<file path="config.mk">
export PLATFORM = sky130hd
export DESIGN_NAME = ram_reader_flat
export DESIGN_NICKNAME = d
export VERILOG_FILES = /design/src/rtl/ram_reader_pkg.sv /design/src/rtl/ram_reader_if.sv /design/src/rtl/ram_reader_fifo.sv /design/src/rtl/ram_reader.sv /design/src/flat_wrapper.sv
export SDC_FILE = /design/constraint.sdc
export NUM_CORES = 1
export LEC_CHECK = 0
export CAP_MARGIN = 20
export CELL_PAD_IN_SITES_DETAIL_PLACEMENT = 1
export CELL_PAD_IN_SITES_GLOBAL_PLACEMENT = 2
export CORE_UTILIZATION = 37
export CTS_CLUSTER_SIZE = 10
export DETAILED_ROUTE_END_ITERATION = 6
export GPL_TIMING_DRIVEN = 0
export MAX_ROUTING_LAYER = met4
export PLACE_DENSITY_LB_ADDON = 0.25
export SLEW_MARGIN = 20
export SYNTH_ARGS = -nofsm -noshare
export SYNTH_HDL_FRONTEND = slang
export SYNTH_SLANG_ARGS = --single-unit
</file>
<file path="constraint.sdc">
create_clock -name clk -period 2.8 [get_ports clk]
set_input_delay 0.56 -clock clk [delete_from_list [all_inputs] [get_ports clk]]
set_output_delay 0.56 -clock clk [all_outputs]
set_load 0.01 [all_outputs]
</file>
<file path="src/rtl/ram_reader_pkg.sv">
// Shared definitions for the ram reader: FSM encoding, output FIFO depth
// and derived widths, reusable by future ram writer/arbiter blocks.
package ram_reader_pkg;

  typedef enum logic [1:0] {
    IDLE = 2'd0,
    RUN  = 2'd1,
    DONE = 2'd2
  } state_t;

  localparam int FDEPTH = 4;
  localparam int PW     = $clog2(FDEPTH);  // FIFO pointer width
  localparam int CW     = PW + 1;          // FIFO count width, holds 0..FDEPTH
  localparam int LW     = CW + 1;          // count + reads still in the ram pipe

  function automatic logic [PW-1:0] ptr_next(input logic [PW-1:0] p);
    return (p == PW'(FDEPTH - 1)) ? '0 : p + PW'(1);
  endfunction

endpackage

</file>
<file path="src/rtl/ram_reader_if.sv">
// Bundle of the ram reader's control, ram-port and stream signals, plus the
// FSM state and pipeline occupancy exposed for observation.
interface ram_reader_if
  import ram_reader_pkg::*;
#(
  parameter int AWID = 8,
  parameter int DWID = 16
);
  logic            i_start;
  logic [AWID-1:0] i_base;
  logic [AWID:0]   i_len;
  logic            o_busy;
  logic            o_done;

  logic            o_ram_we;
  logic [AWID-1:0] o_ram_addr;
  logic [DWID-1:0] i_ram_dat;

  // Stream handshake: a word moves on every posedge where o_valid & i_ready.
  // Once o_valid is high it stays high, with o_dat/o_last frozen, until that
  // transfer happens; i_ready may change freely and never gates o_valid.
  logic            o_valid;
  logic [DWID-1:0] o_dat;
  logic            o_last;
  logic            i_ready;

  state_t          fsm_state;
  logic [LW-1:0]   fifo_level;

  modport master (
    input  i_start, i_base, i_len, i_ram_dat, i_ready,
    output o_busy, o_done, o_ram_we, o_ram_addr, o_valid, o_dat, o_last,
    output fsm_state, fifo_level
  );

  modport slave (
    output i_start, i_base, i_len, i_ram_dat, i_ready,
    input  o_busy, o_done, o_ram_we, o_ram_addr, o_valid, o_dat, o_last,
    input  fsm_state, fifo_level
  );
endinterface

</file>
<file path="src/rtl/ram_reader_fifo.sv">
// Small synchronous FIFO holding ram words with their end-of-transfer flag.
// Simultaneous push and pop are both honoured; head is the oldest entry.
module ram_reader_fifo
  import ram_reader_pkg::*;
#(
  parameter int W = 17
) (
  input  logic          clk,
  input  logic          rst_n,
  input  logic          push,
  input  logic          pop,
  input  logic [W-1:0]  din,
  output logic [CW-1:0] count,
  output logic [W-1:0]  head
);

  logic [W-1:0]  mem [FDEPTH];
  logic [PW-1:0] rd_ptr;
  logic [PW-1:0] wr_ptr;

  always_ff @(posedge clk) begin
    if (push) mem[wr_ptr] <= din;
  end

  always_ff @(posedge clk) begin
    if (!rst_n) begin
      rd_ptr <= '0;
      wr_ptr <= '0;
      count  <= '0;
    end else begin
      // The reader's issue throttle must make this unreachable.
      assert (!(push && !pop && count == CW'(FDEPTH)))
        else $error("ram_reader_fifo overflow");
      if (push) wr_ptr <= ptr_next(wr_ptr);
      if (pop)  rd_ptr <= ptr_next(rd_ptr);
      case ({push, pop})
        2'b10:   count <= count + CW'(1);
        2'b01:   count <= count - CW'(1);
        default: count <= count;
      endcase
    end
  end

  assign head = mem[rd_ptr];

endmodule

</file>
<file path="src/rtl/ram_reader.sv">
// Read initiator for a 1-clock-latency synchronous ram: issues sequential
// reads from a base address and streams the words out through a small FIFO.
module ram_reader
  import ram_reader_pkg::*;
#(
  parameter int AWID = 8,
  parameter int DWID = 16
) (
  input logic         clk,
  input logic         rst_n,
  ram_reader_if.master bus
);

  localparam logic [AWID:0] ONE = (AWID + 1)'(1);

  state_t          state;
  logic            busy;
  logic            done;
  logic [AWID-1:0] addr;
  logic [AWID-1:0] base_q;
  logic [AWID:0]   len_q;
  logic [AWID:0]   issued;
  // rd1: address presented to the ram; rd2: its data is on i_ram_dat.
  logic            rd1;
  logic            rd2;
  logic            last1;
  logic            last2;

  logic            issue;
  logic            push;
  logic            pop;
  logic            valid;
  logic [CW-1:0]   count;
  logic [DWID:0]   head;
  logic [LW-1:0]   level;

  // Reads in the ram pipe are counted so FIFO space is reserved before issue.
  assign level = LW'(count) + LW'(rd1) + LW'(rd2);
  assign issue = (state == RUN) && (issued < len_q) && (level < LW'(FDEPTH));
  assign push  = rd2;
  assign valid = (count != '0);
  assign pop   = valid & bus.i_ready;

  ram_reader_fifo #(.W(DWID + 1)) u_fifo (
    .clk   (clk),
    .rst_n (rst_n),
    .push  (push),
    .pop   (pop),
    .din   ({last2, bus.i_ram_dat}),
    .count (count),
    .head  (head)
  );

  always_ff @(posedge clk) begin
    if (!rst_n) begin
      state  <= IDLE;
      busy   <= 1'b0;
      done   <= 1'b0;
      addr   <= '0;
      base_q <= '0;
      len_q  <= '0;
      issued <= '0;
      rd1    <= 1'b0;
      rd2    <= 1'b0;
      last1  <= 1'b0;
      last2  <= 1'b0;
    end else begin
      rd1   <= issue;
      rd2   <= rd1;
      last1 <= issue && (issued == len_q - ONE);
      last2 <= last1;
      done  <= 1'b0;
      if (issue) begin
        addr   <= base_q + issued[AWID-1:0];
        issued <= issued + ONE;
      end
      case (state)
        IDLE, DONE: begin
          busy  <= 1'b0;
          state <= IDLE;
          if (bus.i_start) begin
            base_q <= bus.i_base;
            len_q  <= bus.i_len;
            issued <= '0;
            if (bus.i_len == '0) begin
              state <= DONE;
              done  <= 1'b1;
            end else begin
              state <= RUN;
              busy  <= 1'b1;
            end
          end
        end
        RUN: begin
          if (pop && head[DWID] && issued == len_q) begin
            state <= DONE;
            done  <= 1'b1;
            busy  <= 1'b0;
          end
        end
        default: begin
          state <= IDLE;
          busy  <= 1'b0;
        end
      endcase
    end
  end

  assign bus.o_busy     = busy;
  assign bus.o_done     = done;
  assign bus.o_ram_we   = 1'b0;
  assign bus.o_ram_addr = addr;
  assign bus.o_valid    = valid;
  assign bus.o_dat      = valid ? head[DWID-1:0] : '0;
  assign bus.o_last     = valid & head[DWID];
  assign bus.fsm_state  = state;
  assign bus.fifo_level = level;

endmodule

</file>
<file path="src/flat_wrapper.sv">
// flat-port wrapper written by rule: the top's interface ports become plain ports
module ram_reader_flat import ram_reader_pkg::*;
#(
  parameter int AWID = 8,
  parameter int DWID = 16
)
  (clk, rst_n, bus_i_start, bus_i_base, bus_i_len, bus_i_ram_dat, bus_i_ready, bus_o_busy, bus_o_done, bus_o_ram_we, bus_o_ram_addr, bus_o_valid, bus_o_dat, bus_o_last, bus_fsm_state, bus_fifo_level);
  ram_reader_if #(.AWID(AWID), .DWID(DWID)) bus_i ();
  input logic clk;
  input logic rst_n;
  input wire logic [$bits(bus_i.i_start)-1:0] bus_i_start;
  input wire logic [$bits(bus_i.i_base)-1:0] bus_i_base;
  input wire logic [$bits(bus_i.i_len)-1:0] bus_i_len;
  input wire logic [$bits(bus_i.i_ram_dat)-1:0] bus_i_ram_dat;
  input wire logic [$bits(bus_i.i_ready)-1:0] bus_i_ready;
  output wire logic [$bits(bus_i.o_busy)-1:0] bus_o_busy;
  output wire logic [$bits(bus_i.o_done)-1:0] bus_o_done;
  output wire logic [$bits(bus_i.o_ram_we)-1:0] bus_o_ram_we;
  output wire logic [$bits(bus_i.o_ram_addr)-1:0] bus_o_ram_addr;
  output wire logic [$bits(bus_i.o_valid)-1:0] bus_o_valid;
  output wire logic [$bits(bus_i.o_dat)-1:0] bus_o_dat;
  output wire logic [$bits(bus_i.o_last)-1:0] bus_o_last;
  output wire logic [$bits(bus_i.fsm_state)-1:0] bus_fsm_state;
  output wire logic [$bits(bus_i.fifo_level)-1:0] bus_fifo_level;
  assign bus_i.i_start = bus_i_start;
  assign bus_i.i_base = bus_i_base;
  assign bus_i.i_len = bus_i_len;
  assign bus_i.i_ram_dat = bus_i_ram_dat;
  assign bus_i.i_ready = bus_i_ready;
  assign bus_o_busy = bus_i.o_busy;
  assign bus_o_done = bus_i.o_done;
  assign bus_o_ram_we = bus_i.o_ram_we;
  assign bus_o_ram_addr = bus_i.o_ram_addr;
  assign bus_o_valid = bus_i.o_valid;
  assign bus_o_dat = bus_i.o_dat;
  assign bus_o_last = bus_i.o_last;
  assign bus_fsm_state = bus_i.fsm_state;
  assign bus_fifo_level = bus_i.fifo_level;
  ram_reader #(.AWID(AWID), .DWID(DWID)) u_core (.clk(clk), .rst_n(rst_n), .bus(bus_i));
endmodule
</file>
* After elaboration in Yosys (flattened, before gate mapping)
Memory sizes are Yosys's and may differ from the RTL's. A register that Yosys moved wholly into a read port is not among the register bits.
Index checks and enable logic that the tools add are counted.
** Cells by class
- Add/sub/neg operators :: 9
- Magnitude comparators :: 2
- Equality and inequality tests :: 9
- Multiplexer cells :: 23
- Bitwise operators :: 2
- Reductions and logical operators :: 11
** Operators with widths (number)
- two-way mux 9 bit :: 3
- equality test 9 bit :: 2
- two-way mux 16 bit :: 1
- two-way mux 2 bit :: 7
- adder 9 x 1 -> 9 bit (second input constant) :: 1
- zero test 9 bit :: 1
- < comparator 9 bit :: 1
- subtractor 9 x 1 -> 9 bit (second input constant) :: 1
- adder 8 bit :: 1
- equality test 2 bit (second input constant) :: 4
- two-way mux 1 bit :: 8
- case mux 3 bit (2 select lines) :: 1
- logical AND 1 bit :: 5
- adder 2 x 1 -> 2 bit (second input constant) :: 2
- adder 3 x 1 -> 4 bit :: 1
- adder 4 x 1 -> 4 bit :: 1
- equality test 2 x 1 -> 1 bit (second input constant) :: 2
- < comparator 4 x 3 -> 1 bit (second input constant) :: 1
- case mux 1 bit (2 select lines) :: 2
- case mux 2 bit (2 select lines) :: 1
- adder 3 x 1 -> 3 bit (second input constant) :: 1
- nonzero test 3 bit :: 1
- subtractor 3 x 1 -> 3 bit (second input constant) :: 1
- bitwise AND 1 bit :: 2
- other kinds (5) :: 5
** Word-level totals
- Register bits :: 49
- Bits in writable memories :: 68
- Output and inout bits :: 35
- Word-level logic and storage cells :: 71
- Memories :: 1
** Memories
- u_core.u_fifo.mem :: depth 4, bits a word 17, read ports 1, clocked after Yosys merged registers in 1, wr ports 1, line ram_reader_fifo.sv:17 : logic [W-1:0] mem [FDEPTH];

* Depth between registers and ports, before layout
- Depth after elaboration :: 7
- Depth in mapped cells :: 10

* Modules after synthesis
A second synthesis with hierarchy kept.
** Unflattened totals
- Cells, all modules :: 470
- Area, all modules :: 5524.0 um2
** Modules (own cells, without submodules)
- ram_reader_fifo :: times used 1, cells an instance 134, area an instance 2942.8 um2
- ram_reader :: times used 1, cells an instance 336, area an instance 2581.2 um2

* Worst setup path before layout
OpenSTA, ideal clock, no wires.
- Kind :: register to register
- Start point :: register u_core.u_fifo.count[0]
- End point :: register u_core.issued[3]
- Data arrival time :: 2.221 ns
- Slack :: 0.509 ns
- Stages on the path, launching flop included :: 10
- Path buffers :: 0
- Clock period less this slack :: 2.291 ns
- Cells stage by stage :: dfxtp_1 > inv_1 > fa_1 > inv_1 > ha_1 > and2_2 > a21oi_1 > a211o_1 > or4_1 > a21oi_1
** On the way
- Cells in the longest elaborated chain, start to end :: 7
** Ends and longest elaborated chain
- start: declaration :: line ram_reader_fifo.sv:13 : output logic [CW-1:0] count,
- start signal: assignment :: line ram_reader_fifo.sv:37 : 2'b10: count <= count + CW'(1);
- start signal: assignment :: line ram_reader_fifo.sv:38 : 2'b01: count <= count - CW'(1);
- start signal: assignment :: line ram_reader_fifo.sv:39 : default: count <= count;
- adder 3 x 1 -> 4 bit (*) :: line ram_reader.sv:38 : assign level = LW'(count) + LW'(rd1) + LW'(rd2);
- adder 4 x 1 -> 4 bit (*) :: line ram_reader.sv:38
- < comparator 4 x 3 -> 1 bit (*) :: line ram_reader.sv:39 : assign issue = (state == RUN) && (issued < len_q) && (level < LW'(FDEPTH));
- logical AND 1 bit (*) :: line ram_reader.sv:39
- two-way mux 9 bit (*) :: line ram_reader.sv:73 : if (issue) begin
- two-way mux 9 bit :: line ram_reader.sv:81 : if (bus.i_start) begin
- two-way mux 9 bit (*) :: line ram_reader.sv:77 : case (state)
- end signal: assignment :: line ram_reader.sv:75 : issued <= issued + ONE;
- end: declaration :: line ram_reader.sv:22 : logic [AWID:0] issued;
Mark *: on every way between the ends. The rest lies on a longest branch, timed or not.
A chain may end at the register's enable or synchronous reset.

==> metrics.txt <==
commonest non-fill, non-tap cell in the layout edfxtp_1; htree depth 4; critical path class reg2out; main combinational cell family by area after synthesis simple AND/OR/NAND/NOR gates; height of the chip 124 um; CTS clk-pin slew, worst paths 0.06 ns; Worst path depth 5; Clk Latency, worst-skew pair 0.42 ns; CTS tree built; HPWL after DPL 9.66 mm; DIE WIDTH 124 um; # Max-Cap Violations 0; met3 Use GR 5.27%; Util after Layout 48.5%; antenna viol nets, final 0; top-area cell type share of the netlist area 37.2%; Synth warnings 0; Ports 72; Critical Path RT 2.24 ns; Num Clock Sinks 118; Power Dens Cells 630 nW/um^2; final worst setup slack 0.0840 ns; leakage power 0.00261 uW; finished layout cell area 7060 um^2; Netlist cell types 58; cell taking the most area after synthesis edfxtp_1; Root Buffer Master clkbuf_16; routed wire length 13.5 mm; share of post-route cells with drive strength above 1 13.7%; post-synthesis xor/xnor area fraction 2.23%; Place WS -0.101 ns; Worst VDD drop 0.365 mV; HP Class reg2reg; cells after synthesis 470; mapped cell area 5490 um^2; gpl congestion 0.833; global-route wire length before repair 20.8 mm; Post-Synth Simple-Gate Area 14.5%; status finished clean; cells on worst reg2reg path 10; Hold Vio Cnt, Final 0; vias in the first global route 4001; clk_skew 0.0107 ns; Worst Max-Slew Pin Slew 0.919 ns; syn avg cell area 11.7 um^2; CP peak stage delay 0.50 ns; n_diodes 0; global route overflow 0; Async SR Flop Fraction 0%; crit end category output pin; via density per instance 5.22; CTS Buf Count 17; Hold Path Cell Cnt 1; # hold bufs at CTS 0; drt first pass iters 4; M1 GR Usage 21.8%; nets@finish 627; via count 3962; area share of fa/ha/maj cells after synthesis 6.79%; final count of negative-setup-slack endpoints 0; RSZ-0062 raised after global routing no; number of flops mapped to enable cells by yosys 68; DRC Markers 0; row count 44; I/O Buffers 70; final count of pins violating max slew 0; crit-path max FO 10; busiest metal layer after global routing met2; DR iter-0 viols 202; CP Launch Type flip-flop; Synth Flop Type edfxtp_1; core area 14500 um^2; Slowest cell on crit path mux4_2; Buf+Inv Stages, Crit Path 3; drt wl/cell 17.7 um; Area contributors post-synth edfxtp_1, dfxtp_1, mux4_2; Mapped Nets 535; commonest non-fill, non-tap cells in the layout edfxtp_1, clkdlybuf4s50_1, nand2_1, dfxtp_1, a21oi_1; CP arrival 2.16 ns; met2 Use GR 32.8%; minimum clock period 2.72 ns; Crit path max-delay family buffers and inverters; Yosys reg bits 118; initial antenna violation count 0; All-Layer GR Usage 19.3%; worst-path cell chain buf_6 -> buf_12 -> mux4_2 -> nor2b_1 -> clkdlybuf4s50_1; Layout Area Growth over Synthesis 28.5%; mux cell area share after synthesis 7.52%; final hold slack 0.458 ns; die area 15300 um^2; crit share post-route 97.0%; Max Root-Sink Buffers 2; Synth Area in Compound Gates 9.23%; max_slew headroom 38.7%; Initial Util 37.8%; FMAX 0.368 GHz; sequential area share after synthesis 55.4%; DP Area 6430 um^2; largest net degree at the start of global routing 18
## state kept, by name (all words and copies together), names as in the netlist, 2 cells and up, named ones only
register               cells
u_core.u_fifo.count        3
u_core.len_q               9
u_core.u_fifo.mem         68
u_core.issued              9
u_core.base_q              8
u_core.u_fifo.rd_ptr       2
u_core.bus.fsm_state       2
u_core.bus.o_ram_addr      8
u_core.u_fifo.wr_ptr       2
## per-stage QoR
stage / total power, uW / TNS, ns / cells
5_1_grt: 4620 / 0 / 759
2_1_floorplan: 2250 / 0 / 470
3_3_place_gp: 2500 / -3.09 / 724
3_5_place_dp: 2520 / -0.816 / 724
6_report: 4440 / 0 / 759
4_1_cts: 4480 / 0 / 759
## logic make-up after synthesis
group           count (synthesis)
xor+xnor                       14
compound gates                 82
fa+ha+maj                      28
simple gates                  157
buf+inv                        50
mux                            20
flops                         118
other cells                     1
## repair_timing
action / CTS / global route
setup endpoints to repair: 16 / 9
gates resized for setup: 14 / 6
buffers inserted: 4 / 0
pin swaps: 1 / 0
cloned: 0 / 0
## synth_stat cells, drive strengths merged, types with 11 or more instances
cell    instances
edfxtp         68
dfxtp          50
nand2          50
a21oi          39
inv            30
nor2           26
ha             25
nor2b          18
mux4           17
nor3           12
o21ai          12
nand3          11
## cell type report
type,instances,area (um^2)
fillers,1574,7480
flip-flops and latches,118,3050
multi-input cells,302,2230
repair buffers,74,752
clock buffers,17,425
well taps,184,230
plain buffers,19,145
inverters,30,113
clock inverters,15,109
## metal layers
layer / routed length, um / up-vias / part of all wire [%]
met2: 7080 / 85 / 53
met1: 5760 / 1968 / 43
met4: 155 / 0 / 1.2
met3: 473 / 13 / 3.5
met5: 0 / - / 0
li1: - / 1896 / -
## path summary, 6_finish.rpt
check,startpoint,slack [ns],endpoint
setup / recovery,flip-flop,0.08,bus_o_dat[10]
hold / removal,u_core.last1,0.46,u_core.last2
setup reg to reg,u_core.u_fifo.count[0],0.16,u_core.issued[4]
hold reg to reg,u_core.last1,0.46,u_core.last2
## report_power, final
part / switching [uW] / internal [uW] / total, uW
sequential: 39.6 / 1880 / 1920
combinational: 288 / 308 / 596
clock: 806 / 1130 / 1930
Power figures use the tool's default switching activity.
